--- src/rtl/scale_measurement_capture.sv ---
// Acquisition front-end: waits for stable scale readings, averages a fixed window,
// and holds one weight/height pair behind a valid/ready handshake.
module scale_measurement_capture #(
    parameter int unsigned STABLE_N   = 4,
    parameter int unsigned TOL        = 2,
    parameter int unsigned AVG_LOG2   = 2,
    parameter int unsigned MIN_WEIGHT = 10,
    parameter int unsigned TIMEOUT    = 64
) (
    input  logic       clk,
    input  logic       rst_n,
    input  logic       start,
    input  logic       sample_valid,
    input  logic [8:0] raw_weight,
    input  logic [7:0] raw_height,
    input  logic       meas_ready,
    output logic [8:0] weight,
    output logic [7:0] height,
    output logic       meas_valid,
    output logic       busy,
    output logic       timeout_err
);

    localparam logic [1:0] IDLE   = 2'd0;
    localparam logic [1:0] SETTLE = 2'd1;
    localparam logic [1:0] ACCUM  = 2'd2;
    localparam logic [1:0] HOLD   = 2'd3;

    localparam int unsigned SW         = 9 + AVG_LOG2;
    localparam int unsigned SH         = 8 + AVG_LOG2;
    localparam int unsigned ACC_LAST_I = (1 << AVG_LOG2) - 1;

    localparam logic [AVG_LOG2:0] ACC_LAST  = ACC_LAST_I[AVG_LOG2:0];
    localparam logic [8:0]        MIN_W     = MIN_WEIGHT[8:0];
    localparam logic [9:0]        TOL_W     = TOL[9:0];
    localparam logic [8:0]        TOL_H     = TOL[8:0];
    localparam logic [3:0]        STABLE_W  = STABLE_N[3:0];
    localparam logic [7:0]        TIMEOUT_W = TIMEOUT[7:0];

    logic [1:0]          state_q, state_d;
    logic [3:0]          stable_cnt_q, stable_cnt_d;
    logic [7:0]          sample_cnt_q, sample_cnt_d;
    logic [AVG_LOG2:0]   acc_cnt_q, acc_cnt_d;
    logic [SW-1:0]       sum_w_q, sum_w_d;
    logic [SH-1:0]       sum_h_q, sum_h_d;
    logic [8:0]          prev_w_q, prev_w_d;
    logic [7:0]          prev_h_q, prev_h_d;
    logic [8:0]          weight_q, weight_d;
    logic [7:0]          height_q, height_d;
    logic                meas_valid_q, meas_valid_d;
    logic                timeout_q, timeout_d;

    logic [9:0]          diff_w;
    logic [8:0]          diff_h;
    logic                in_tol;
    logic                below_min;
    logic [7:0]          sample_cnt_inc;
    logic [3:0]          stable_next;
    logic [SW-1:0]       total_w;
    logic [SH-1:0]       total_h;

    always_comb begin
        diff_w = (raw_weight >= prev_w_q) ? ({1'b0, raw_weight} - {1'b0, prev_w_q})
                                          : ({1'b0, prev_w_q} - {1'b0, raw_weight});
        diff_h = (raw_height >= prev_h_q) ? ({1'b0, raw_height} - {1'b0, prev_h_q})
                                          : ({1'b0, prev_h_q} - {1'b0, raw_height});
        in_tol         = (diff_w <= TOL_W) && (diff_h <= TOL_H);
        below_min      = (raw_weight < MIN_W);
        sample_cnt_inc = sample_cnt_q + 8'd1;
        total_w        = sum_w_q + SW'(raw_weight);
        total_h        = sum_h_q + SH'(raw_height);
        // sample_cnt_q == 0 marks the first sample since start: no valid prev yet
        if (below_min) begin
            stable_next = 4'd0;
        end else if ((sample_cnt_q == 8'd0) || !in_tol) begin
            stable_next = 4'd1;
        end else begin
            stable_next = stable_cnt_q + 4'd1;
        end
    end

    always_comb begin
        state_d      = state_q;
        stable_cnt_d = stable_cnt_q;
        sample_cnt_d = sample_cnt_q;
        acc_cnt_d    = acc_cnt_q;
        sum_w_d      = sum_w_q;
        sum_h_d      = sum_h_q;
        prev_w_d     = prev_w_q;
        prev_h_d     = prev_h_q;
        weight_d     = weight_q;
        height_d     = height_q;
        meas_valid_d = meas_valid_q;
        timeout_d    = 1'b0;

        case (state_q)
            IDLE: begin
                if (start) begin
                    state_d      = SETTLE;
                    stable_cnt_d = '0;
                    sample_cnt_d = '0;
                    acc_cnt_d    = '0;
                    sum_w_d      = '0;
                    sum_h_d      = '0;
                end
            end
            SETTLE: begin
                if (sample_valid) begin
                    sample_cnt_d = sample_cnt_inc;
                    prev_w_d     = raw_weight;
                    prev_h_d     = raw_height;
                    stable_cnt_d = stable_next;
                    if (sample_cnt_inc == TIMEOUT_W) begin
                        timeout_d = 1'b1;
                        state_d   = IDLE;
                    end else if (stable_next == STABLE_W) begin
                        state_d   = ACCUM;
                        acc_cnt_d = '0;
                        sum_w_d   = '0;
                        sum_h_d   = '0;
                    end
                end
            end
            ACCUM: begin
                if (sample_valid) begin
                    sample_cnt_d = sample_cnt_inc;
                    prev_w_d     = raw_weight;
                    prev_h_d     = raw_height;
                    if (in_tol && !below_min && (acc_cnt_q == ACC_LAST)) begin
                        // Completion outranks a timeout on the same sample
                        weight_d     = total_w[SW-1:AVG_LOG2];
                        height_d     = total_h[SH-1:AVG_LOG2];
                        meas_valid_d = 1'b1;
                        state_d      = HOLD;
                    end else begin
                        if (in_tol && !below_min) begin
                            sum_w_d   = total_w;
                            sum_h_d   = total_h;
                            acc_cnt_d = acc_cnt_q + 1'b1;
                        end else begin
                            state_d      = SETTLE;
                            stable_cnt_d = below_min ? 4'd0 : 4'd1;
                            acc_cnt_d    = '0;
                            sum_w_d      = '0;
                            sum_h_d      = '0;
                        end
                        if (sample_cnt_inc == TIMEOUT_W) begin
                            timeout_d = 1'b1;
                            state_d   = IDLE;
                        end
                    end
                end
            end
            HOLD: begin
                if (meas_ready) begin
                    meas_valid_d = 1'b0;
                    state_d      = IDLE;
                end
            end
            default: state_d = IDLE;
        endcase
    end

    always_ff @(posedge clk or negedge rst_n) begin
        if (!rst_n) begin
            state_q      <= IDLE;
            stable_cnt_q <= '0;
            sample_cnt_q <= '0;
            acc_cnt_q    <= '0;
            sum_w_q      <= '0;
            sum_h_q      <= '0;
            prev_w_q     <= '0;
            prev_h_q     <= '0;
            weight_q     <= '0;
            height_q     <= '0;
            meas_valid_q <= 1'b0;
            timeout_q    <= 1'b0;
        end else begin
            state_q      <= state_d;
            stable_cnt_q <= stable_cnt_d;
            sample_cnt_q <= sample_cnt_d;
            acc_cnt_q    <= acc_cnt_d;
            sum_w_q      <= sum_w_d;
            sum_h_q      <= sum_h_d;
            prev_w_q     <= prev_w_d;
            prev_h_q     <= prev_h_d;
            weight_q     <= weight_d;
            height_q     <= height_d;
            meas_valid_q <= meas_valid_d;
            timeout_q    <= timeout_d;
        end
    end

    assign weight      = weight_q;
    assign height      = height_q;
    assign meas_valid  = meas_valid_q;
    assign busy        = (state_q != IDLE);
    assign timeout_err = timeout_q;

endmodule

--- config.mk ---
export PLATFORM = sky130hd
export DESIGN_NAME = scale_measurement_capture
export DESIGN_NICKNAME = d
export VERILOG_FILES = /design/src/rtl/scale_measurement_capture.sv
export SDC_FILE = /design/constraint.sdc
export NUM_CORES = 1
export LEC_CHECK = 0
export CAP_MARGIN = 20
export CORE_ASPECT_RATIO = 0.8
export CORE_MARGIN = 3
export CORE_UTILIZATION = 47
export CTS_CLUSTER_DIAMETER = 100
export DETAILED_ROUTE_END_ITERATION = 16
export GPL_TIMING_DRIVEN = 0
export PLACE_DENSITY = 0.69
export SETUP_SLACK_MARGIN = 0.2
export SYNTH_ARGS = -nofsm -noshare
export SYNTH_HDL_FRONTEND = slang
export SYNTH_SLANG_ARGS = --single-unit
--- constraint.sdc ---
create_clock -name clk -period 3.3 [get_ports clk]
set_input_delay 0.825 -clock clk [delete_from_list [all_inputs] [get_ports clk]]
set_output_delay 0.825 -clock clk [all_outputs]
set_load 0.01 [all_outputs]
**Word-level counts from Yosys, hierarchy flattened**

Index checks and enable logic that the tools add are counted.

- Add/subtract/negate cells: 9
- Multiply operators: 0
- Divide/modulo/power cells: 0
- Order comparisons: 5
- Equality and inequality tests: 18
- Shift-type cells: 0
- Muxes and demuxes: 57
- Bitwise logic cells: 0
- Reduce and logical (&&, ||, !) cells: 20

Operator list:

| operator | count |
|---|---|
| two-way mux 10 bit | 8 |
| two-way mux 11 bit | 7 |
| case mux 11 bit (3 select lines) | 1 |
| case mux 10 bit (3 select lines) | 1 |
| two-way mux 4 bit | 7 |
| two-way mux 3 bit | 7 |
| subtractor 9 x 9 -> 10 bit | 2 |
| two-way mux 2 bit | 9 |
| inequality test 2 bit (second input constant) | 9 |
| subtractor 8 x 8 -> 9 bit | 2 |
| two-way mux 8 bit | 2 |
| case mux 8 bit (2 select lines) | 1 |
| case mux 4 bit (3 select lines) | 1 |
| AND reduction 6 bit | 2 |
| adder 11 x 9 -> 11 bit | 1 |
| adder 10 x 8 -> 10 bit | 1 |
| <= comparator 10 x 2 -> 1 bit (second input constant) | 1 |
| >= comparator 9 bit | 1 |
| <= comparator 9 x 2 -> 1 bit (second input constant) | 1 |
| < comparator 9 x 4 -> 1 bit (second input constant) | 1 |
| two-way mux 9 bit | 1 |
| case mux 3 bit (3 select lines) | 1 |
| adder 8 x 1 -> 8 bit (second input constant) | 1 |
| == test 8 x 7 -> 1 bit (second input constant) | 1 |
| other kinds (25) | 40 |

- Bits in registers: 74
- Bits in latches: 0
- RAM bits: 0
- ROM bits: 0
- Output and inout bits: 20
- Word-level logic and storage cells: 121
- Memories kept: 0

**Longest topological paths before layout**

Gate-level depths: netlist (run 1).

- Depth in word-level cells: 13
- Mapped depth: 15
- Depth with buffers taken out: 13

**Worst setup path after synthesis (run 1)**

No wires, ideal clock.

- Kind: input-to-reg
- From: input raw_height[0]
- To: register sum_h_q[7]
- Setup time: 96 ps
- Data arrival time: 3477 ps
- Data required time: 3204 ps
- Path slack: -273 ps
- Stages on the path: 14
- Buffers on the path: 2
- Cell sequence: ha_1 > inv_1 > fa_1 > a211oi_1 > xor2_1 > o211ai_1 > a221oi_2 > mux2i_1 > and4bb_1 > buf_6 > a31oi_4 > or2_4 > buf_6 > o31ai_1

- Word-level cells in the longest chain between the ends: 11
- Elaborated cells between the ends (all ways): 21
- Those cells by class: add/sub: 3; order compare: 2; eq/ne: 3; mux: 7; reduce/logical: 6

RTL lines:

| item | RTL line | RTL |
|---|---|---|
| start: declaration | 15 | `input logic [7:0] raw_height,` |
| subtractor 8 x 8 -> 9 bit, or another cell as far along | 66 | `: ({1'b0, prev_h_q} - {1'b0, raw_height});` |
| two-way mux 9 bit | 65 | `diff_h = (raw_height >= prev_h_q) ? ({1'b0, raw_height} - {1'b0, prev_h_q})` |
| <= comparator 9 x 2 -> 1 bit | 67 | `in_tol = (diff_w <= TOL_W) && (diff_h <= TOL_H);` |
| logical AND 1 bit | 67 |  |
| zero test 1 bit | 75 | `end else if ((sample_cnt_q == 8'd0) \|\| !in_tol) begin` |
| logical OR 1 bit | 75 |  |
| two-way mux 4 bit | 75 |  |
| two-way mux 4 bit | 73 | `if (below_min) begin` |
| == test 4 x 3 -> 1 bit | 116 | `end else if (stable_next == STABLE_W) begin` |
| inequality test 2 bit (no line) | n/a |  |
| AND reduction 7 bit (no line) | n/a |  |
| end signal: assignment | 184 | `sum_h_q <= sum_h_d;` |
| end: declaration | 45 | `logic [SH-1:0] sum_h_q, sum_h_d;` |

Parallel ways exist; a longest one is shown, timed or not. The select of a mux whose other input is x is not followed.
A chain may end at the register's enable or synchronous reset.

**Worst setup path after layout (run 1)**

- From: input raw_height[6]
- To: register sum_w_q[3]

- Word-level cells in the longest chain between the ends: 11
- Elaborated cells between the ends (all ways): 20
- Those cells by class: add/sub: 2; order compare: 2; eq/ne: 3; mux: 7; reduce/logical: 6

RTL lines:

| item | RTL line | RTL |
|---|---|---|
| subtractor 8 x 8 -> 9 bit, or another cell as far along | 66 |  |
| two-way mux 9 bit * | 65 |  |
| <= comparator 9 x 2 -> 1 bit * | 67 |  |
| logical AND 1 bit * | 67 |  |
| zero test 1 bit | 75 |  |
| logical OR 1 bit | 75 |  |
| two-way mux 4 bit | 75 |  |
| two-way mux 4 bit | 73 |  |
| == test 4 x 3 -> 1 bit | 116 |  |
| inequality test 2 bit (no line) | n/a |  |
| AND reduction 7 bit (no line) | n/a |  |
| end signal: assignment | 183 | `sum_w_q <= sum_w_d;` |
| end: declaration | 44 | `logic [SW-1:0] sum_w_q, sum_w_d;` |

Mark *: on every way between the ends. The rest lies on a longest branch, timed or not. The select of a mux whose other input is x is not followed.

==> results of run 1 <==
## how the worst max path moves through the flow
stage,startpoint,to,slack [ns]
2_1_floorplan,raw_height[1],acc_cnt_q[2],-0.16
3_3_place_gp,raw_height[1],sum_w_q[9],-1.38
3_5_place_dp,raw_height[1],sum_h_q[8],-1.43
4_1_cts,raw_height[1],acc_cnt_q[0],-0.18
5_1_grt,raw_height[1],sum_h_q[7],-0.36
6_report,raw_height[6],sum_w_q[3],-0.26
## final cells by class
type / instances / area, um^2
multi-input cells: 519 / 4140
clock buffers: 9 / 225
well taps: 166 / 208
flip-flops and latches: 74 / 1850
clock inverters: 7 / 85.1
plain buffers: 33 / 290
fillers: 943 / 4050
inverters: 58 / 224
repair buffers: 87 / 830
## kinds of logic (layout without fill, tap and decap cells)
| family | count (synthesis) | after routing | synth area share, % |
|---|---|---|---|
| AO/OA/AOI/OAI | 212 | 212 | 23.0 |
| AND/OR/NAND/NOR | 193 | 193 | 16.6 |
| buffers and inverters | 91 | 194 | 6.68 |
| flip-flops | 74 | 74 | 31.3 |
| adder cells (fa/ha/maj) | 68 | 68 | 15.1 |
| XOR/XNOR | 28 | 28 | 4.14 |
| multiplexers | 18 | 18 | 3.21 |
## power breakdown
| group | leakage [nW] | switching [mW] | internal, mW |
|---|---|---|---|
| Sequential | 0.996 | 0.142 | 1.04 |
| Clock | 0.146 | 0.447 | 0.602 |
| Combinational | 2.46 | 1.85 | 1.60 |
## worst max-delay path, delay by kind of cell
kind	cells	cell delay, ns
fa+ha+maj	1	0.19
simple gates	3	1.00
buf+inv	5	0.75
compound gates	6	1.04
## repair_timing
item	4_1_cts	5_1_grt
hold buffers	0	0
buffers inserted	38	4
pin swaps	52	18
resized for setup	160	44
cloned	3	0
setup endpoints to repair	49	49
## per-stage QoR
step | utilization (%) | worst slack [ns] | hold slack, ns | TNS, ns | power (mW)
2_1_floorplan | - | -0.159 | 0.475 | -2.76 | 3.19
3_3_place_gp | 56.2 | -1.38 | 0.470 | -158.66 | 3.72
3_5_place_dp | 56.4 | -1.43 | 0.478 | -61.24 | 3.80
4_1_cts | 64.4 | -0.183 | 0.442 | -5.99 | 5.46
5_1_grt | 66.0 | -0.364 | 0.449 | -13.62 | 6.09
6_report | 66.0 | -0.261 | 0.422 | -8.84 | 5.68
## per-layer routing
layer | part of all wire, % | vias to the layer above
met5 | 0 | -
met4 | 2.4 | 0
met3 | 5.0 | 30
met2 | 46 | 159
met1 | 47 | 2617
li1 | - | 2632
## placed cells by master (no fill, tap or decap), drive strengths merged, types with 3 or more instances in the layout
| cell | n |
|---|---|
| nand3 | 21 |
| clkdlybuf4s50 | 23 |
| mux2 | 8 |
| and2 | 4 |
| a21oi | 35 |
| a21o | 18 |
| o21ai | 84 |
| nor2 | 32 |
| buf | 80 |
| or2 | 4 |
| mux2i | 10 |
| xor2 | 14 |
| nand2b | 11 |
| fa | 6 |
| or3 | 3 |
| clkinvlp | 3 |
| o31ai | 18 |
| a31oi | 6 |
| dfrtp | 74 |
| o21bai | 5 |
| a31o | 3 |
| nand2 | 65 |
| o21a | 5 |
| nand4 | 8 |
| inv | 61 |
| clkbuf | 21 |
| ha | 62 |
| nor2b | 9 |
| a211oi | 8 |
| and3 | 6 |
| clkdlybuf4s15 | 4 |
| a32o | 3 |
| nor3b | 3 |
| xnor2 | 14 |
| nor4b | 4 |
| nor4 | 8 |
| nor3 | 7 |
| o211ai | 4 |
## flip-flops by register name, indices dropped and copies added, names as in the netlist
| name | flops |
|---|---|
| timeout_err | 1 |
| acc_cnt_q | 3 |
| prev_w_q | 9 |
| sample_cnt_q | 8 |
| prev_h_q | 8 |
| stable_cnt_q | 4 |
| sum_w_q | 11 |
| weight | 9 |
| state_q | 2 |
| height | 8 |
| sum_h_q | 10 |
| meas_valid | 1 |
==> qor.csv, run 1 <==
stage;metric;value;unit
run_status;run_status;finished with violations;
run_status;failed_checks;negative setup slack;
synthesis;synthCells;684;
global_routing;met2_usage;36.5;%
routing;drt_iter0_markers;402;
clocking;cts_buffers;9;
critical_path;max_stage_delay;0.37;ns
layout;drive_gt1_share;27.1;%
sta;max_slew_margin;63.2;%
sta;drv_slew;0;
floorplanning;die_y;106;um
sta;fmax;0.281;GHz
sta;setup_viol;49;
critical_path;arrival;3.81;ns
routing;drc;0;
floorplanning;die_w;131;um
global_routing;grt_pass1_vias;5495;
sta;tightest_slew;0.547;ns
routing;wl;16.0;mm
synthesis;ys_warn_count;0;
synthesis;synth-edff-count;0;
synthesis;syn_avg_cell_area;8.65;um^2
place;place_congestion;0.886;
critical_path;crit_path_frequent_cell;buf_6;
synthesis;async_flop_share;100;%
sta;setup_ws;-0.261;ns
clocking;root_buffer;clkbuf_16;
synthesis;synth_top_cell_area_share;31.3;%
power;p_per_area;723;nW/um^2
sta;rsz0062_at_grt;true;
floorplanning;start_util;49.7;%
synthesis;synth_cell_types;69;
power;irDropWorstVdd;388;uV
clocking;cts_tree;yes;
place;placed_area;6720;um^2
critical_path;rrSetupSlack;-0.15;ns
synthesis;ys_top_cells_by_count;o21ai_0, dfrtp_1, nand2_1, ha_1, inv_1;
synthesis;netlist_area;5920;um^2
critical_path;crit_path_end_kind;flop;
routing;antenna_left;0;
floorplanning;rows;35;
layout;area_delta_synth_final;32.8;%
global_routing;antenna_found_initial;0;
routing;vias;5438;
layout;postLayoutCellArea;7860;um^2
floorplanning;core-area;11900;um^2
floorplanning;dieArea;14000;um^2
clocking;htree_levels;3;
routing;dr.pass1.iters;5;
global_routing;top_usage_layer;met2;
synthesis;synth-seq-area-share;31.3;%
critical_path;worstSetupPathType;in2reg;
global_routing;grt_util_met1;32.0;%
global_routing;grt_overflow;0;
synthesis;yosysTopAreaCell;dfrtp_1;
synthesis;yosysMostFrequentCell;o21ai_0;
power;p_leak;3.60;nW
synthesis;netlist_top_cells_area;dfrtp_1, ha_1, o21ai_0, nand2_1, inv_1;
critical_path;rr_endpoint;sum_w_q[3];
place;io_buffers;41;
synthesis;synth_nets;774;
sta;period_share;108;%
critical_path;reg2reg_from;prev_h_q[0];
global_routing;grt_pass1_wl;26.9;mm
sta;finalHoldViolCount;0;
routing;viasPerCell;5.71;
routing;wl_per_cell;16.8;um
critical_path;cp.required;3.55;ns
clocking;clk_latency;0.35;ns
critical_path;worstSetupStartpointType;input port;
floorplanning;boundaryPins;42;
place;dp_hpwl;11.3;mm
critical_path;crit_fanout;10;
clocking;clkTransAtPathRegs;0.07;ns
sta;finalCriticalPeriod;3.56;ns
place;place_inst;892;
sta;skew;0.0105;ns
critical_path;r2r_cells;15;
layout;fin_cells;953;
layout;nets;872;
layout;antennaDiodeCount;0;
global_routing;gr-usage-met3;5.11;%
clocking;cts.sinks;74;
global_routing;track_usage;23.4;%
synthesis;ys_seq_elements;74;
worst_hold_path;hold_path_class;in2async;
job;drv_cap;0;
synthesis;synth_ff_type;dfrtp_1;
global_routing;grt_start_max_net_pins;43;
clocking;clock_path_buffers;2;
critical_path;crit_chain;clkdlybuf4s15_2 -> inv_2 -> ha_4 -> buf_6 -> a21o_1 -> a21oi_2 -> a22oi_1 -> or3_1 -> a32o_1 -> and4bb_1 -> buf_6 -> a31oi_4 -> or2_4 -> buf_6 -> o31ai_2;
critical_path;crit_slowest_cell;or3_1;
Note: power is estimated with default switching activity, not from simulation.
==> run 2: changes to the inputs <==
--- a/config.mk
+++ b/config.mk
@@ -17,3 +17,4 @@
 export SYNTH_ARGS = -nofsm -noshare
 export SYNTH_HDL_FRONTEND = slang
 export SYNTH_SLANG_ARGS = --single-unit
+export TNS_END_PERCENT = 30
==> run 2 against run 1 <==
The flow still finishes with violations (negative setup slack). Design area decreased by 1.2%. Combinational power about the same. Clock power about the same. Core utilization shrank 0.78 points. Register-to-register slack gained 0.04 ns. Total power up 0.88%. Clock skew shrank 0.0043 ns. Worst setup slack lost 0.0074 ns. Non-clock buffer count fell by 5. Via count up 1.4%. Largest cell class unchanged. Largest power group unchanged.
==> qor.csv, run 2 (synthesis gave the netlist of run 1 again) <==
stage;metric;value;unit
run_status;failed_checks;negative setup slack;
critical_path;crit_path_end_kind;flop;
sta;setup_ws;-0.268;ns
place;place_congestion;0.912;
sta;drv_slew;0;
routing;viasPerCell;5.82;
critical_path;worstSetupPathType;in2reg;
clocking;cts_buffers;9;
critical_path;cp.required;3.56;ns
layout;postLayoutCellArea;7760;um^2
critical_path;max_stage_delay;0.53;ns
job;drv_cap;0;
global_routing;track_usage;23.2;%
critical_path;crit_fanout;8;
layout;nets;867;
clocking;hold_buffers;0;
layout;largest_register;sum_w_q;
sta;skew;0.00628;ns
global_routing;antenna_found_initial;0;
clocking;clock_path_buffers;2;
global_routing;grt_pass1_vias;5396;
sta;tightest_slew;0.635;ns
layout;layout_common_cells;dfrtp_1, o21ai_0, nand2_1;
sta;holdWs;0.409;ns
critical_path;crit_chain;buf_4 -> ha_4 -> fa_2 -> o22ai_1 -> nor2_1 -> nand4_1 -> nor4_2 -> nor4bb_4 -> a41o_4 -> buf_6 -> nand4_1 -> buf_6 -> o21ba_4 -> a31oi_4;
layout;drive_gt1_share;25.0;%
floorplanning;core-area;11900;um^2
power;finalPower;5.73;mW
routing;wl_met3;677;um
critical_path;r2r_cells;14;
routing;vias;5513;
critical_path;arrival;3.83;ns
global_routing;grt_overflow;0;
global_routing;grt_start_max_net_pins;48;
run_status;run_status;finished with violations;
place;post-place-ws;-1.46;ns
worst_hold_path;hold_path_class;in2async;
place;placed_area;6660;um^2
sta;finalCriticalPeriod;3.57;ns
layout;antennaDiodeCount;0;
critical_path;rr_endpoint;meas_valid;
place;place_inst;892;
power;p_per_area;738;nW/um^2
clocking;htree_levels;3;
routing;wl_met2;7.63;mm
layout;top_regs;sum_w_q: 11 flops, sum_h_q: 10 flops;
clocking;root_buffer;clkbuf_16;
clocking;clkTransAtPathRegs;0.06;ns
sta;setup_viol;47;
sta;finalHoldViolCount;0;
clocking;clk_latency;0.34;ns
power;irDropWorstVdd;443;uV
clocking;cts_tree;yes;
floorplanning;dieArea;14000;um^2
routing;dr.pass1.iters;5;
layout;final_common_cell;dfrtp_1;
clocking;cts.sinks;74;
routing;highest_layer;met4;
routing;wl_per_cell;17.6;um
floorplanning;rows;35;
layout;area_delta_synth_final;31.2;%
power;p_leak;3.58;nW
critical_path;rrSetupSlack;-0.11;ns
sta;rsz0062_at_grt;true;
routing;antenna_left;0;
critical_path;crit_slowest_cell;fa_2;
critical_path;reg2reg_from;prev_w_q[0];
sta;max_slew_margin;57.3;%
global_routing;grt_pass1_wl;26.8;mm
place;io_buffers;41;
floorplanning;die_y;106;um
floorplanning;die_w;131;um
critical_path;worstSetupStartpointType;input port;
floorplanning;start_util;49.7;%
sta;fmax;0.280;GHz
floorplanning;boundaryPins;42;
layout;largest_reg_flops;11;
routing;wl;16.6;mm
sta;period_share;108;%
routing;drt_iter0_markers;421;
routing;drc;0;
routing;drt-met1-wl;8.03;mm
place;dp_hpwl;11.5;mm
layout;fin_cells;947;
-- run 2: cell types whose count changed in the layout (fill, tap and decap cells not counted), sizes merged --
cell | previous run | this run
bufinv | 1 | 2
clkbuf | 21 | 24
dlygate4sd2 | 1 | 0
clkinv | 0 | 2
buf | 80 | 77
clkdlybuf4s15 | 4 | 0
clkinvlp | 3 | 2
inv | 61 | 58
-- run 2: final cells by class --
type                            instances  area, um^2
Buffer                                 33         290
Clock buffer                            9         225
Clock inverter                          6        90.1
Fill cell                             992        4150
Inverter                               58         224
Multi-Input combinational cell        519        4150
Sequential cell                        74        1850
Tap cell                              166         208
Timing Repair Buffer                   82         731
-- run 2: metrics by stage --
stage | utilization, % | TNS [ns]
after floorplan | - | -2.71
after global placement | 55.7 | -159.57
after detailed placement | 55.9 | -60.10
after CTS | 62.7 | -2.05
after global routing | 65.2 | -9.31
final | 65.2 | -7.15
-- run 2: metal layers --
layer  global-route usage (%)  up-vias
met3                     3.78       33
li1                         -     2621
met2                     37.5      163
met4                     6.75        0
met1                     32.3     2696
met5                        0        -
-- run 2: timing repair --
action,CTS,global route
pin swaps,37,19
setup endpoints to repair,49,49
setup buffers,22,16
gates cloned,2,0
resized for setup,166,45
-- run 2: power breakdown --
part / total [mW] / internal [mW] / switching [mW]
Combinational: 3.47 / 1.57 / 1.90
Sequential: 1.19 / 1.04 / 0.145
Clock: 1.08 / 0.661 / 0.419
Total: 5.73 / 3.27 / 2.46
-- run 2: worst max-delay path by stage --
stage	startpoint	end	cells past startpoint
floorplan	raw_height[1]	acc_cnt_q[2]	13
global placement	raw_weight[8]	sum_w_q[9]	14
detailed placement	raw_weight[1]	sum_w_q[2]	13
CTS	raw_height[1]	acc_cnt_q[2]	14
global route	raw_weight[0]	meas_valid	14
finish	raw_weight[0]	meas_valid	14
-- run 2: worst max-delay path: cells and delay by family --
kind	cells	cell delay (ns)
AND/OR/NAND/NOR	5	1.06
adder cells (fa/ha/maj)	2	0.69
AO/OA/AOI/OAI	4	0.72
buffers and inverters	3	0.52
